`config.mk`:
```
export PLATFORM = sky130hd
export DESIGN_NAME = fusion_seq_flat
export DESIGN_NICKNAME = d
export VERILOG_FILES = /design/src/rtl/fusion_seq_if.sv /design/src/rtl/fusion_seq.sv /design/src/flat_wrapper.sv
export SDC_FILE = /design/constraint.sdc
export NUM_CORES = 1
export LEC_CHECK = 0
export ABC_AREA = 1
export CAP_MARGIN = 40
export CORE_UTILIZATION = 54
export DETAILED_ROUTE_END_ITERATION = 16
export PLACE_DENSITY_LB_ADDON = 0.1
export SLEW_MARGIN = 10
export SYNTH_ARGS = -nofsm -noshare
export SYNTH_HDL_FRONTEND = slang
export SYNTH_SLANG_ARGS = --single-unit
export TNS_END_PERCENT = 10
```
`constraint.sdc`:
```
create_clock -name clk -period 2.56 [get_ports clk]
set_input_delay 0.512 -clock clk [delete_from_list [all_inputs] [get_ports clk]]
set_output_delay 0.512 -clock clk [all_outputs]
set_load 0.05 [all_outputs]
```
`src/rtl/fusion_seq_if.sv`:
```
// Bundle of the operand, result and fusion-unit signals of fusion_seq.
// Handshakes: a transfer happens on a rising clk edge where valid and ready
// are both high; a valid transfer is never withdrawn by the block once offered,
// and ready/valid from the block never depend combinationally on the partner.
interface fusion_seq_if #(parameter int ACC_W = 24);
  logic             op_valid;
  logic             op_ready;
  logic [7:0]       op_in;
  logic [7:0]       op_weight;
  logic             op_s_in;
  logic             op_s_weight;
  logic             op_mode8;
  logic             op_last;
  logic [3:0]       fu_in;
  logic [3:0]       fu_weight;
  logic [2:0]       fu_in_width;
  logic [2:0]       fu_weight_width;
  logic             fu_s_in;
  logic             fu_s_weight;
  logic [17:0]      fu_psum;
  logic             res_valid;
  logic             res_ready;
  logic [ACC_W-1:0] res_data;

  // Upstream / environment side
  modport master (
    output op_valid, op_in, op_weight, op_s_in, op_s_weight, op_mode8, op_last,
    output res_ready, fu_psum,
    input  op_ready, res_valid, res_data,
    input  fu_in, fu_weight, fu_in_width, fu_weight_width, fu_s_in, fu_s_weight
  );

  // Sequencer side
  modport slave (
    input  op_valid, op_in, op_weight, op_s_in, op_s_weight, op_mode8, op_last,
    input  res_ready, fu_psum,
    output op_ready, res_valid, res_data,
    output fu_in, fu_weight, fu_in_width, fu_weight_width, fu_s_in, fu_s_weight
  );
endinterface

```
`src/rtl/fusion_seq.sv`:
```
// Sequences 8-bit (4 nibble passes) or 4-bit (1 pass) operand pairs through a
// 4x4 fusion unit and accumulates the shifted partial sums into a dot product.
module fusion_seq #(
  parameter int ACC_W = 24
) (
  input  logic         clk,
  input  logic         rst,
  fusion_seq_if.slave  bus,
  output logic [1:0]   dbg_state
);

  localparam logic [1:0] IDLE  = 2'd0;
  localparam logic [1:0] RUN   = 2'd1;
  localparam logic [1:0] DRAIN = 2'd2;
  localparam logic [1:0] OUT   = 2'd3;

  logic [1:0]       state_q, state_d;
  logic [1:0]       p_q, p_d;
  logic [7:0]       in_q, in_d;
  logic [7:0]       w_q, w_d;
  logic             s_in_q, s_in_d;
  logic             s_w_q, s_w_d;
  logic             mode8_q, mode8_d;
  logic             last_q, last_d;
  logic             pv_q, pv_d;
  logic [3:0]       shift_q, shift_d;
  logic [ACC_W-1:0] acc_q, acc_d;

  logic             in_hi;
  logic             w_hi;
  logic             last_pass;
  logic [3:0]       pass_shift;
  logic [ACC_W-1:0] psum_ext;

  // Nibble selection for the current pass: p[1] picks the input high nibble,
  // p[0] the weight high nibble; the shift is the sum of the two nibble weights.
  always_comb begin
    in_hi      = mode8_q & p_q[1];
    w_hi       = mode8_q & p_q[0];
    pass_shift = (in_hi ? 4'd4 : 4'd0) + (w_hi ? 4'd4 : 4'd0);
    last_pass  = mode8_q ? (p_q == 2'd3) : 1'b1;
    psum_ext   = ACC_W'($signed(bus.fu_psum));
  end

  // Fusion-unit operand drive; everything is zero outside RUN.
  always_comb begin
    bus.fu_in           = 4'd0;
    bus.fu_weight       = 4'd0;
    bus.fu_s_in         = 1'b0;
    bus.fu_s_weight     = 1'b0;
    bus.fu_in_width     = 3'b100;
    bus.fu_weight_width = 3'b100;
    if (state_q == RUN) begin
      bus.fu_in       = in_hi ? in_q[7:4] : in_q[3:0];
      bus.fu_weight   = w_hi  ? w_q[7:4]  : w_q[3:0];
      // Only the top nibble of a signed 8-bit operand carries the sign.
      bus.fu_s_in     = mode8_q ? (s_in_q & in_hi) : s_in_q;
      bus.fu_s_weight = mode8_q ? (s_w_q & w_hi)   : s_w_q;
    end
  end

  // Handshake and result outputs are pure functions of the state.
  always_comb begin
    bus.op_ready  = (state_q == IDLE);
    bus.res_valid = (state_q == OUT);
    bus.res_data  = (state_q == OUT) ? acc_q : '0;
    dbg_state     = state_q;
  end

  // Next-state, operand capture and accumulation.
  always_comb begin
    state_d = state_q;
    p_d     = p_q;
    in_d    = in_q;
    w_d     = w_q;
    s_in_d  = s_in_q;
    s_w_d   = s_w_q;
    mode8_d = mode8_q;
    last_d  = last_q;
    pv_d    = 1'b0;
    shift_d = shift_q;
    acc_d   = acc_q;

    // The psum of the pass issued two edges ago is ready now.
    if (pv_q) begin
      acc_d = acc_q + (psum_ext << shift_q);
    end

    case (state_q)
      IDLE: begin
        if (bus.op_valid) begin
          in_d    = bus.op_in;
          w_d     = bus.op_weight;
          s_in_d  = bus.op_s_in;
          s_w_d   = bus.op_s_weight;
          mode8_d = bus.op_mode8;
          last_d  = bus.op_last;
          p_d     = 2'd0;
          state_d = RUN;
        end
      end
      RUN: begin
        pv_d    = 1'b1;
        shift_d = pass_shift;
        p_d     = p_q + 2'd1;
        if (last_pass) begin
          p_d     = 2'd0;
          state_d = DRAIN;
        end
      end
      DRAIN: begin
        state_d = last_q ? OUT : IDLE;
      end
      OUT: begin
        if (bus.res_ready) begin
          acc_d   = '0;
          state_d = IDLE;
        end
      end
      default: begin
        state_d = IDLE;
      end
    endcase
  end

  // State registers with asynchronous reset.
  always_ff @(posedge clk or posedge rst) begin
    if (rst) begin
      state_q <= IDLE;
      p_q     <= 2'd0;
      in_q    <= 8'd0;
      w_q     <= 8'd0;
      s_in_q  <= 1'b0;
      s_w_q   <= 1'b0;
      mode8_q <= 1'b0;
      last_q  <= 1'b0;
      pv_q    <= 1'b0;
      shift_q <= 4'd0;
      acc_q   <= '0;
    end else begin
      state_q <= state_d;
      p_q     <= p_d;
      in_q    <= in_d;
      w_q     <= w_d;
      s_in_q  <= s_in_d;
      s_w_q   <= s_w_d;
      mode8_q <= mode8_d;
      last_q  <= last_d;
      pv_q    <= pv_d;
      shift_q <= shift_d;
      acc_q   <= acc_d;
    end
  end

endmodule

```
`src/flat_wrapper.sv`:
```
// flat-port wrapper written by rule: the top's interface ports become plain ports
module fusion_seq_flat 
#(
  parameter int ACC_W = 24
)
  (clk, rst, dbg_state, bus_op_valid, bus_op_in, bus_op_weight, bus_op_s_in, bus_op_s_weight, bus_op_mode8, bus_op_last, bus_res_ready, bus_fu_psum, bus_op_ready, bus_res_valid, bus_res_data, bus_fu_in, bus_fu_weight, bus_fu_in_width, bus_fu_weight_width, bus_fu_s_in, bus_fu_s_weight);
  fusion_seq_if #(.ACC_W(ACC_W)) bus_i ();
  input  logic clk;
  input  logic rst;
  output logic [1:0] dbg_state;
  input wire logic [$bits(bus_i.op_valid)-1:0] bus_op_valid;
  input wire logic [$bits(bus_i.op_in)-1:0] bus_op_in;
  input wire logic [$bits(bus_i.op_weight)-1:0] bus_op_weight;
  input wire logic [$bits(bus_i.op_s_in)-1:0] bus_op_s_in;
  input wire logic [$bits(bus_i.op_s_weight)-1:0] bus_op_s_weight;
  input wire logic [$bits(bus_i.op_mode8)-1:0] bus_op_mode8;
  input wire logic [$bits(bus_i.op_last)-1:0] bus_op_last;
  input wire logic [$bits(bus_i.res_ready)-1:0] bus_res_ready;
  input wire logic [$bits(bus_i.fu_psum)-1:0] bus_fu_psum;
  output wire logic [$bits(bus_i.op_ready)-1:0] bus_op_ready;
  output wire logic [$bits(bus_i.res_valid)-1:0] bus_res_valid;
  output wire logic [$bits(bus_i.res_data)-1:0] bus_res_data;
  output wire logic [$bits(bus_i.fu_in)-1:0] bus_fu_in;
  output wire logic [$bits(bus_i.fu_weight)-1:0] bus_fu_weight;
  output wire logic [$bits(bus_i.fu_in_width)-1:0] bus_fu_in_width;
  output wire logic [$bits(bus_i.fu_weight_width)-1:0] bus_fu_weight_width;
  output wire logic [$bits(bus_i.fu_s_in)-1:0] bus_fu_s_in;
  output wire logic [$bits(bus_i.fu_s_weight)-1:0] bus_fu_s_weight;
  assign bus_i.op_valid = bus_op_valid;
  assign bus_i.op_in = bus_op_in;
  assign bus_i.op_weight = bus_op_weight;
  assign bus_i.op_s_in = bus_op_s_in;
  assign bus_i.op_s_weight = bus_op_s_weight;
  assign bus_i.op_mode8 = bus_op_mode8;
  assign bus_i.op_last = bus_op_last;
  assign bus_i.res_ready = bus_res_ready;
  assign bus_i.fu_psum = bus_fu_psum;
  assign bus_op_ready = bus_i.op_ready;
  assign bus_res_valid = bus_i.res_valid;
  assign bus_res_data = bus_i.res_data;
  assign bus_fu_in = bus_i.fu_in;
  assign bus_fu_weight = bus_i.fu_weight;
  assign bus_fu_in_width = bus_i.fu_in_width;
  assign bus_fu_weight_width = bus_i.fu_weight_width;
  assign bus_fu_s_in = bus_i.fu_s_in;
  assign bus_fu_s_weight = bus_i.fu_s_weight;
  fusion_seq #(.ACC_W(ACC_W)) u_core (.clk(clk), .rst(rst), .bus(bus_i), .dbg_state(dbg_state));
endmodule
```
Word level (Yosys, flattened, before mapping)
Cells that the tools add are included.
- flip-flop bits (word level): 53
- latch bits: 0
- memory bits (writable): 0
- ROM bits: 0
- input bits: 42
- output and inout bits: 44
- word-level logic and storage cells: 55
- memories kept: 0
- add/sub/neg operators: 3
- multiply operators: 0
- div/mod/pow operators: 0
- magnitude comparators: 0
- eq/ne operators: 7
- shift-type cells: 1
- muxes and demuxes: 24
- bitwise logic cells: 4
- reduce and logical (&&, ||, !) cells: 5
- operators by type and width (cell ; count):
    $mux W24 ; 4
    $add A24 B24 Y24 ; 1
    $shl A24 B4 Y24 ; 1
    $mux W4 ; 4
    $mux W2 ; 6
    $pmux W2 S4 ; 1
    $eq A2 B2 Y1 const B ; 3
    $mux W1 ; 6
    $mux W3 ; 2
    $add A4 B4 Y4 ; 1
    $and A1 B1 Y1 ; 4
    $ne A2 B2 Y1 const B ; 2
    $pmux W2 S2 ; 1
    $reduce_and A2 Y1 ; 2
    $reduce_and A3 Y1 ; 1
    $add A2 B1 Y2 const B ; 1
    $eq A2 B1 Y1 const B ; 1
    $logic_not A2 Y1 ; 1
    $ne A2 B1 Y1 const B ; 1
    $reduce_bool A2 Y1 ; 1

Logic depth before layout (Yosys ltp)
Gate-level depths: netlist (run 1).
- word-level depth: 5
- mapped depth: 18
- depth with buffers taken out: 17

Least setup slack after synthesis (run 1)
OpenSTA, ideal clock, no wires.
- kind: register -> output
- start point: register u_core.state_q[0], in the netlist u_core.dbg_state[0]
- end point: output port bus_fu_s_in
- arrival: 2.269 ns
- data required time: 2.048 ns
- slack: -0.221 ns
- stages on the path, launching flop included: 5
- buffers on the path: 0
- cell sequence: dfrtp_1 inv_1 nor2_2 inv_1 a211oi_1
- longest elaborated chain between the ends: 2
- ends and longest elaborated chain (what ; RTL line ; source):
    from (decl) ; fusion_seq.sv:17 ; logic [1:0] state_q, state_d;
    from (signal assigned) ; fusion_seq.sv:141 ; state_q <= state_d;
    $eq A2 B1 Y1 ; fusion_seq.sv:53 ; if (state_q == RUN) begin
    $mux W1 ; fusion_seq.sv:53 ;
    to (decl) ; flat_wrapper.sv:27 ; output wire logic [$bits(bus_i.fu_s_in)-1:0] bus_fu_s_in;
No other way between the ends.

Worst setup path in the final report (run 1)
- start point: register u_core.shift_q[2]
- end point: register u_core.acc_q[9]
- longest elaborated chain between the ends: 5
- ends and longest elaborated chain (what ; RTL line ; source):
    from (decl) ; fusion_seq.sv:26 ; logic [3:0] shift_q, shift_d;
    from (signal assigned) ; fusion_seq.sv:150 ; shift_q <= shift_d;
    $shl A24 B4 Y24 (*) ; fusion_seq.sv:86 ; acc_d = acc_q + (psum_ext << shift_q);
    $add A24 B24 Y24 (*) ; fusion_seq.sv:86 ;
    $mux W24 (*) ; fusion_seq.sv:85 ; if (pv_q) begin
    $mux W24 ; fusion_seq.sv:115 ; if (bus.res_ready) begin
    $mux W24 (*) ; fusion_seq.sv:89 ; case (state_q)
    named net u_core.acc_d[9] ; fusion_seq.sv:27 ; logic [ACC_W-1:0] acc_q, acc_d;
    to (signal assigned) ; fusion_seq.sv:139 ; acc_q <= '0;
    to (signal assigned) ; fusion_seq.sv:151 ; acc_q <= acc_d;
    to (decl) ; fusion_seq.sv:27 ;
Mark *: on every way through the listed nets, which the timed path passes. The rest lies on a longest branch.
A chain may end at the register's enable or synchronous reset.

==> run_results.csv, run 1 <==
group,metric,value,unit
run_status,status,"completed",
cells_and_area,area_delta_synth_final,30.4,%
setup_path,regToRegStartpoint,"u_core.shift_q[2]",
pwr,totalPowerFinal,9.18,mW
global_route,gr-usage-all-layers,30.1,%
pwr,internal_power,4.25,mW
routing,wl_per_cell,13.9,um
timing,finalClockSkew,14.1,ps
pwr,power_leakage,3.36,nW
placement,dp_hpwl,10.4,mm
global_route,antenna_found_initial,0,
placement,numPlacedInstances,926,
hold_path,min_from,"u_core.w_q[4]",
hold_path,hold_path_end,"u_core.w_q[4]",
pwr,switchingPower,4.93,mW
setup_path,r2r-end,"u_core.acc_q[9]",
setup_path,rr_worst_depth,15,
timing,fin_ws,85.0,ps
pwr,peakVddDrop,0.917,mV
routing,vias_per_cell,5.22,
timing,whs,513,ps
cts,clk_latency,330,ps
cts,cts-buffers-inserted,5,
logic_synthesis,yosys.cell_types.count,37,
floorplanning,core,8260,sq um
cells_and_area,num-nets-final,903,
placement,gp_congestion,0.883,
routing,firstDrtPassIters,5,
timing,rsz0062_at_grt,"true",
pwr,switching_share,53.7,%
global_route,gr-total-overflow,0,
floorplanning,ios,86,
setup_path,worstSetupPathType,"reg -> reg",
pwr,seqPwrFrac,17.4,%
pwr,power_frac_clock,5.7,%
placement,port_buffers,79,
timing,period_share,96.7,%
floorplanning,die-height,94.4,um
routing,drc,0,
timing,timing_hold_violations_final,0,
timing,setup_viol,0,
logic_synthesis,syn_area,4610,sq um
cells_and_area,layout-drive-gt1-share,19.3,%
global_route,grt_max_degree,31,
job,drv_cap,0,
timing,max_slew_margin,49.8,%
hold_path,min_path_cells,1,
cts,cts_tree,"yes",
routing,vias,4912,
logic_synthesis,yosysWarningCount,0,
timing,period_minus_slack,2470,ps
logic_synthesis,ys_ff_latch,51,
floorplanning,dieArea,8910,sq um
global_route,grt_pass1_wl,20.7,mm
floorplanning,start_util,55.8,%
routing,wl,13.1,mm
timing,tightest_slew,753,ps
setup_path,crit_fanout,15,
cells_and_area,diodes,0,
cts,cts_num_sinks,51,
cells_and_area,nFillCells,680,
setup_path,critPathCaptureType,"flip-flop",
cts,h-tree-depth,2,
cts,clock-root-buffer,"clkbuf_8",
routing,antenna_left,0,
logic_synthesis,seq_area_frac_synth,27.7,%
routing,first_iter_violations,221,
floorplanning,num_rows,33,
global_route,grt_pass1_vias,4582,
setup_path,start_kind,"flip-flop",
floorplanning,die_width,94.4,um
cells_and_area,fin_cells,941,
timing,timing.fmax,0.404,GHz
setup_path,reg2reg_slack,90,ps
cts,cts_buffer_depth,2,
cells_and_area,postLayoutCoreUtil,72.8,%
placement,dp_slack,-346,ps
logic_synthesis,syn_inst,723,
setup_path,arrival,2690,ps
cts,clkTransAtPathRegs,100,ps
timing,maxSlewViolCount,0,
logic_synthesis,avgSynthCellArea,6.38,sq um
setup_path,required,2770,ps
pwr,pwr-share-comb,76.9,%
hold_path,hp-class,"reg -> reg",
pwr,power_density,1530,nW/um^2
==> power groups by stage <==
stage	Combinational [mW]	Clock, mW	Sequential [mW]
floorplan	4.67	0	1.49
global placement	6.58	0	1.58
detailed placement	6.73	0	1.60
CTS	6.77	0.531	1.59
global route	7.82	0.559	1.64
finish	7.06	0.520	1.60
==> worst max-delay path, stage by stage, from the launching register on <==
cell     delay (ps)
dfrtp_2         460
buf_12          170
mux2i_4         190
buf_4           140
nor2_1          170
ha_1            320
nand2_2         150
inv_1            50
nand2_1          60
nand2_1          60
inv_1            70
nand3_2         130
a21oi_1         140
o21ai_0         120
nand3_1          80
inv_1            50
==> routing by layer <==
metal / wire, um / track usage [%] / vias to the layer above
met3: 736 / 4.83 / 37
met2: 6560 / 54.2 / 164
met5: 0 / 0 / -
met4: 392 / 11.8 / 0
li1: - / - / 2449
met1: 5410 / 35.5 / 2262
==> placed cells by master, fill, tap and decap left out, drive strengths merged, types with 2 or more instances in the layout <==
master         instances
buf                   81
nand3                 53
o21ai                 36
nor3                   2
a211oi                 4
o21bai                 2
a21oi                 23
ha                    25
inv                  157
a22oi                  5
nor2                  92
mux2i                 13
dfrtp                 51
clkdlybuf4s50         43
o211ai                 5
conb                   6
nand3b                 2
mux2                  17
nand2                197
clkbuf                 5
nand4                  7
==> cells by family after synthesis <==
kind of cell	count (synthesis)	share of synthesized area, %
and+or+nand+nor	354	32.2
buffers and inverters	180	15.5
AOI/OAI and AO/OA	79	10.0
DFF	51	27.7
muxes	30	6.98
adders and majority gates	26	7.22
other	2	0.163
xor gates and xnor gates	1	0.190
==> area by class of cell <==
class	instances	area (sq um)	share of cell area, %
Clock buffer	5	68.8	1.15
Clock inverter	3	22.5	0.375
Inverter	156	589	9.81
Multi-Input combinational cell	496	2720	45.2
Sequential cell	51	1280	21.3
Tap cell	105	131	2.19
Timing Repair Buffer	125	1200	20.0
==> stage by stage <==
step	cell area [sq um]	TNS, ps
2_1_floorplan	4620	-443
3_3_place_gp	5770	-3250
3_5_place_dp	5770	-4270
4_1_cts	5890	0
5_1_grt	6010	-211
6_report	6010	0
==> sequential cells by signal (all words and copies together) (netlist names) <==
name,count
u_core.s_in_q,1
u_core.in_q,8
u_core.acc_q,24
u_core.p_q,2
u_core.pv_q,1
u_core.w_q,8
u_core.dbg_state,2
u_core.s_w_q,1
u_core.last_q,1
u_core.mode8_q,1
u_core.shift_q,2
==> worst max-delay path by stage <==
stage / cells past startpoint / from / slack [ps] / endpoint
2_1_floorplan: 4 / u_core.dbg_state[0] / -220 / bus_fu_s_in
3_3_place_gp: 13 / bus_fu_psum[17] / -300 / u_core.acc_q[20]
3_5_place_dp: 17 / bus_fu_psum[11] / -350 / u_core.acc_q[13]
4_1_cts: 17 / bus_fu_psum[11] / 10 / u_core.acc_q[13]
5_1_grt: 13 / bus_fu_psum[0] / -50 / u_core.acc_q[20]
6_report: 15 / u_core.shift_q[2] / 90 / u_core.acc_q[9]
==> cell usage after synthesis, drive strengths merged <==
| master | instances | share of area (%) |
|---|---|---|
| nand2 | 197 | 16 |
| inv | 156 | 13 |
| nor2 | 92 | 8.1 |
| nand3 | 53 | 6.0 |
| dfrtp | 51 | 28 |
| o21ai | 36 | 4.0 |
| ha | 25 | 6.8 |
| a21oi | 23 | 2.7 |
| buf | 17 | 2.3 |
| mux2 | 17 | 4.2 |
| mux2i | 13 | 2.8 |
| clkbuf | 7 | 0.57 |
| nand4 | 7 | 0.95 |
| a22oi | 5 | 0.81 |
| o211ai | 5 | 0.81 |
| a211oi | 4 | 0.65 |
| conb | 2 | 0.16 |
| nand3b | 2 | 0.33 |
| nor3 | 2 | 0.22 |
| o21bai | 2 | 0.33 |
| a21o | 1 | 0.16 |
| a32o | 1 | 0.22 |
| fa | 1 | 0.43 |
| o22ai | 1 | 0.14 |
| o31ai | 1 | 0.16 |
| or2 | 1 | 0.14 |
| xor2 | 1 | 0.19 |
==> what timing repair did <==
| action | 4_1_cts | 5_1_grt |
|---|---|---|
| hold buffers | 0 | 0 |
| gates resized for setup | 2 | 27 |
| buffers inserted | 2 | 5 |
| pin swaps | 0 | 8 |
| endpoints found under the setup margin | 6 | 16 |
Note: power is estimated with default switching activity, not from simulation.
==> run 2, diff against run 1 <==
--- a/config.mk
+++ b/config.mk
@@ -7,6 +7,7 @@
 export LEC_CHECK = 0
 export ABC_AREA = 1
 export CAP_MARGIN = 40
+export CORE_ASPECT_RATIO = 1.2
 export CORE_UTILIZATION = 54
 export DETAILED_ROUTE_END_ITERATION = 16
 export PLACE_DENSITY_LB_ADDON = 0.1
==> run_results.csv, run 2 (synthesis results as in run 1) <==
group,metric,value,unit
setup_path,rr_worst_depth,14,
hold_path,min_from,"u_core.w_q[7]",
cts,clk_latency,340,ps
routing,wl_per_cell,13.9,um
global_route,antenna_found_initial,0,
timing,setup_viol,0,
setup_path,arrival,2710,ps
global_route,gr-usage-all-layers,30.9,%
routing,vias_per_cell,5.17,
routing,vias,4933,
routing,drc,0,
placement,gp_congestion,0.975,
cells_and_area,area_delta_synth_final,31.1,%
pwr,totalPowerFinal,9.24,mW
cts,cts_buffer_depth,2,
timing,tightest_slew,774,ps
setup_path,crit_slowest_cell,"clkdlybuf4s50_1",
setup_path,cpPeakStageDelay,450,ps
floorplanning,dieArea,8910,sq um
setup_path,required,2800,ps
hold_path,min_path_cells,1,
placement,dp_hpwl,10.4,mm
timing,timing.fmax,0.405,GHz
timing,timing_hold_violations_final,0,
timing,maxSlewViolCount,0,
setup_path,critPathCaptureType,"flip-flop",
timing,period_minus_slack,2470,ps
global_route,grt_max_degree,52,
placement,port_buffers,79,
cells_and_area,fin_cells,955,
timing,finalClockSkew,16.5,ps
cells_and_area,largest_reg_flops,24,
floorplanning,die-height,103,um
global_route,gr-total-overflow,0,
cells_and_area,multi_input_area,2720,sq um
routing,antenna_left,0,
hold_path,hp-class,"reg -> reg",
cells_and_area,layout-drive-gt1-share,19.6,%
job,drv_cap,0,
setup_path,crit_buf_inv,3,
cells_and_area,postLayoutCoreUtil,73.7,%
routing,firstDrtPassIters,5,
timing,period_share,96.4,%
pwr,peakVddDrop,0.910,mV
pwr,power_density,1530,nW/um^2
floorplanning,ios,86,
setup_path,reg2reg_slack,110,ps
cts,cts-buffers-inserted,5,
floorplanning,core,8200,sq um
global_route,grt_pass1_vias,4665,
floorplanning,num_rows,36,
placement,placed_area,5840,sq um
setup_path,regToRegStartpoint,"u_core.shift_q[2]",
cells_and_area,top_regs,"u_core.acc_q: 24 flops, u_core.in_q: 8 flops, u_core.w_q: 8 flops",
placement,dp_slack,-286,ps
cts,holdBufCountCts,0,
hold_path,hold_path_end,"u_core.w_q[7]",
timing,rsz0062_at_grt,"true",
cts,cts_num_sinks,51,
cts,cts_tree,"yes",
setup_path,start_kind,"input port",
setup_path,crit_family,"simple AND/OR/NAND/NOR gates",
cells_and_area,num-nets-final,908,
timing,fin_ws,91.1,ps
setup_path,worstSetupPathType,"in -> reg",
timing,tns,0,ps
cells_and_area,nFillCells,703,
routing,first_iter_violations,346,
cts,clkTransAtPathRegs,110,ps
setup_path,crit_fanout,4,
run_status,status,"completed",
cts,clock-root-buffer,"clkbuf_8",
global_route,grt_pass1_wl,21.3,mm
floorplanning,start_util,56.2,%
cells_and_area,layout_common_cells,"187 x nand2_1, 146 x inv_1, 79 x nor2_1",
placement,numPlacedInstances,944,
timing,whs,511,ps
cells_and_area,seq_area,1280,sq um
cells_and_area,diodes,0,
cells_and_area,final_common_cell,"nand2_1",
timing,max_slew_margin,48.3,%
cells_and_area,final_cell_area,6040,sq um
setup_path,r2r-end,"u_core.acc_q[22]",
cts,h-tree-depth,2,
setup_path,path_cells,"clkdlybuf4s50_1 > mux2i_1 > buf_4 > a22oi_1 > ha_1 > nand2_1 > nor2_1 > nand2_1 > nor2_1 > nand2_1 > nand4_1 > nand3_1 > nand2_1 > inv_1",
pwr,power_leakage,3.37,nW
routing,wl,13.3,mm
cells_and_area,regMostFlops,"u_core.acc_q",
floorplanning,die_width,86.3,um
setup_path,crit_top_cell,"nand2_1",
==> run 2: cell type report <==
| class | count | area share [%] |
|---|---|---|
| Clock buffer | 5 | 1.14 |
| Sequential cell | 51 | 21.1 |
| Tap cell | 114 | 2.36 |
| Clock inverter | 3 | 0.456 |
| Timing Repair Buffer | 130 | 20.3 |
| Multi-Input combinational cell | 496 | 44.9 |
| Inverter | 156 | 9.69 |
==> run 2: how the worst max path moves through the flow <==
stage,start,end,slack [ps],cells past startpoint
global route,u_core.shift_q[2],u_core.acc_q[20],-120,14
floorplan,u_core.dbg_state[0],bus_fu_s_in,-220,4
global placement,bus_fu_psum[1],u_core.acc_q[17],-230,14
detailed placement,bus_fu_psum[17],u_core.acc_q[22],-290,13
finish,bus_fu_psum[6],u_core.acc_q[22],90,14
CTS,bus_fu_psum[3],u_core.acc_q[17],70,13
==> run 2: timing repair <==
item / in CTS / in global routing
gates resized for setup: 0 / 24
endpoints found under the setup margin: 0 / 15
buffers inserted: 0 / 3
==> run 2: layer usage <==
layer	track usage, %	wire length, um	vias to the layer above
met2	54.9	6690	169
met1	36.2	5450	2263
met4	14.6	433	0
li1	-	-	2460
met5	0	0	-
met3	5.48	694	41
==> run 2: where the power goes <==
group	internal [mW]	switching [mW]	total, mW
clock	0.204	0.343	0.547
sequential	1.22	0.380	1.60
combinational	2.84	4.25	7.09
total	4.26	4.97	9.24
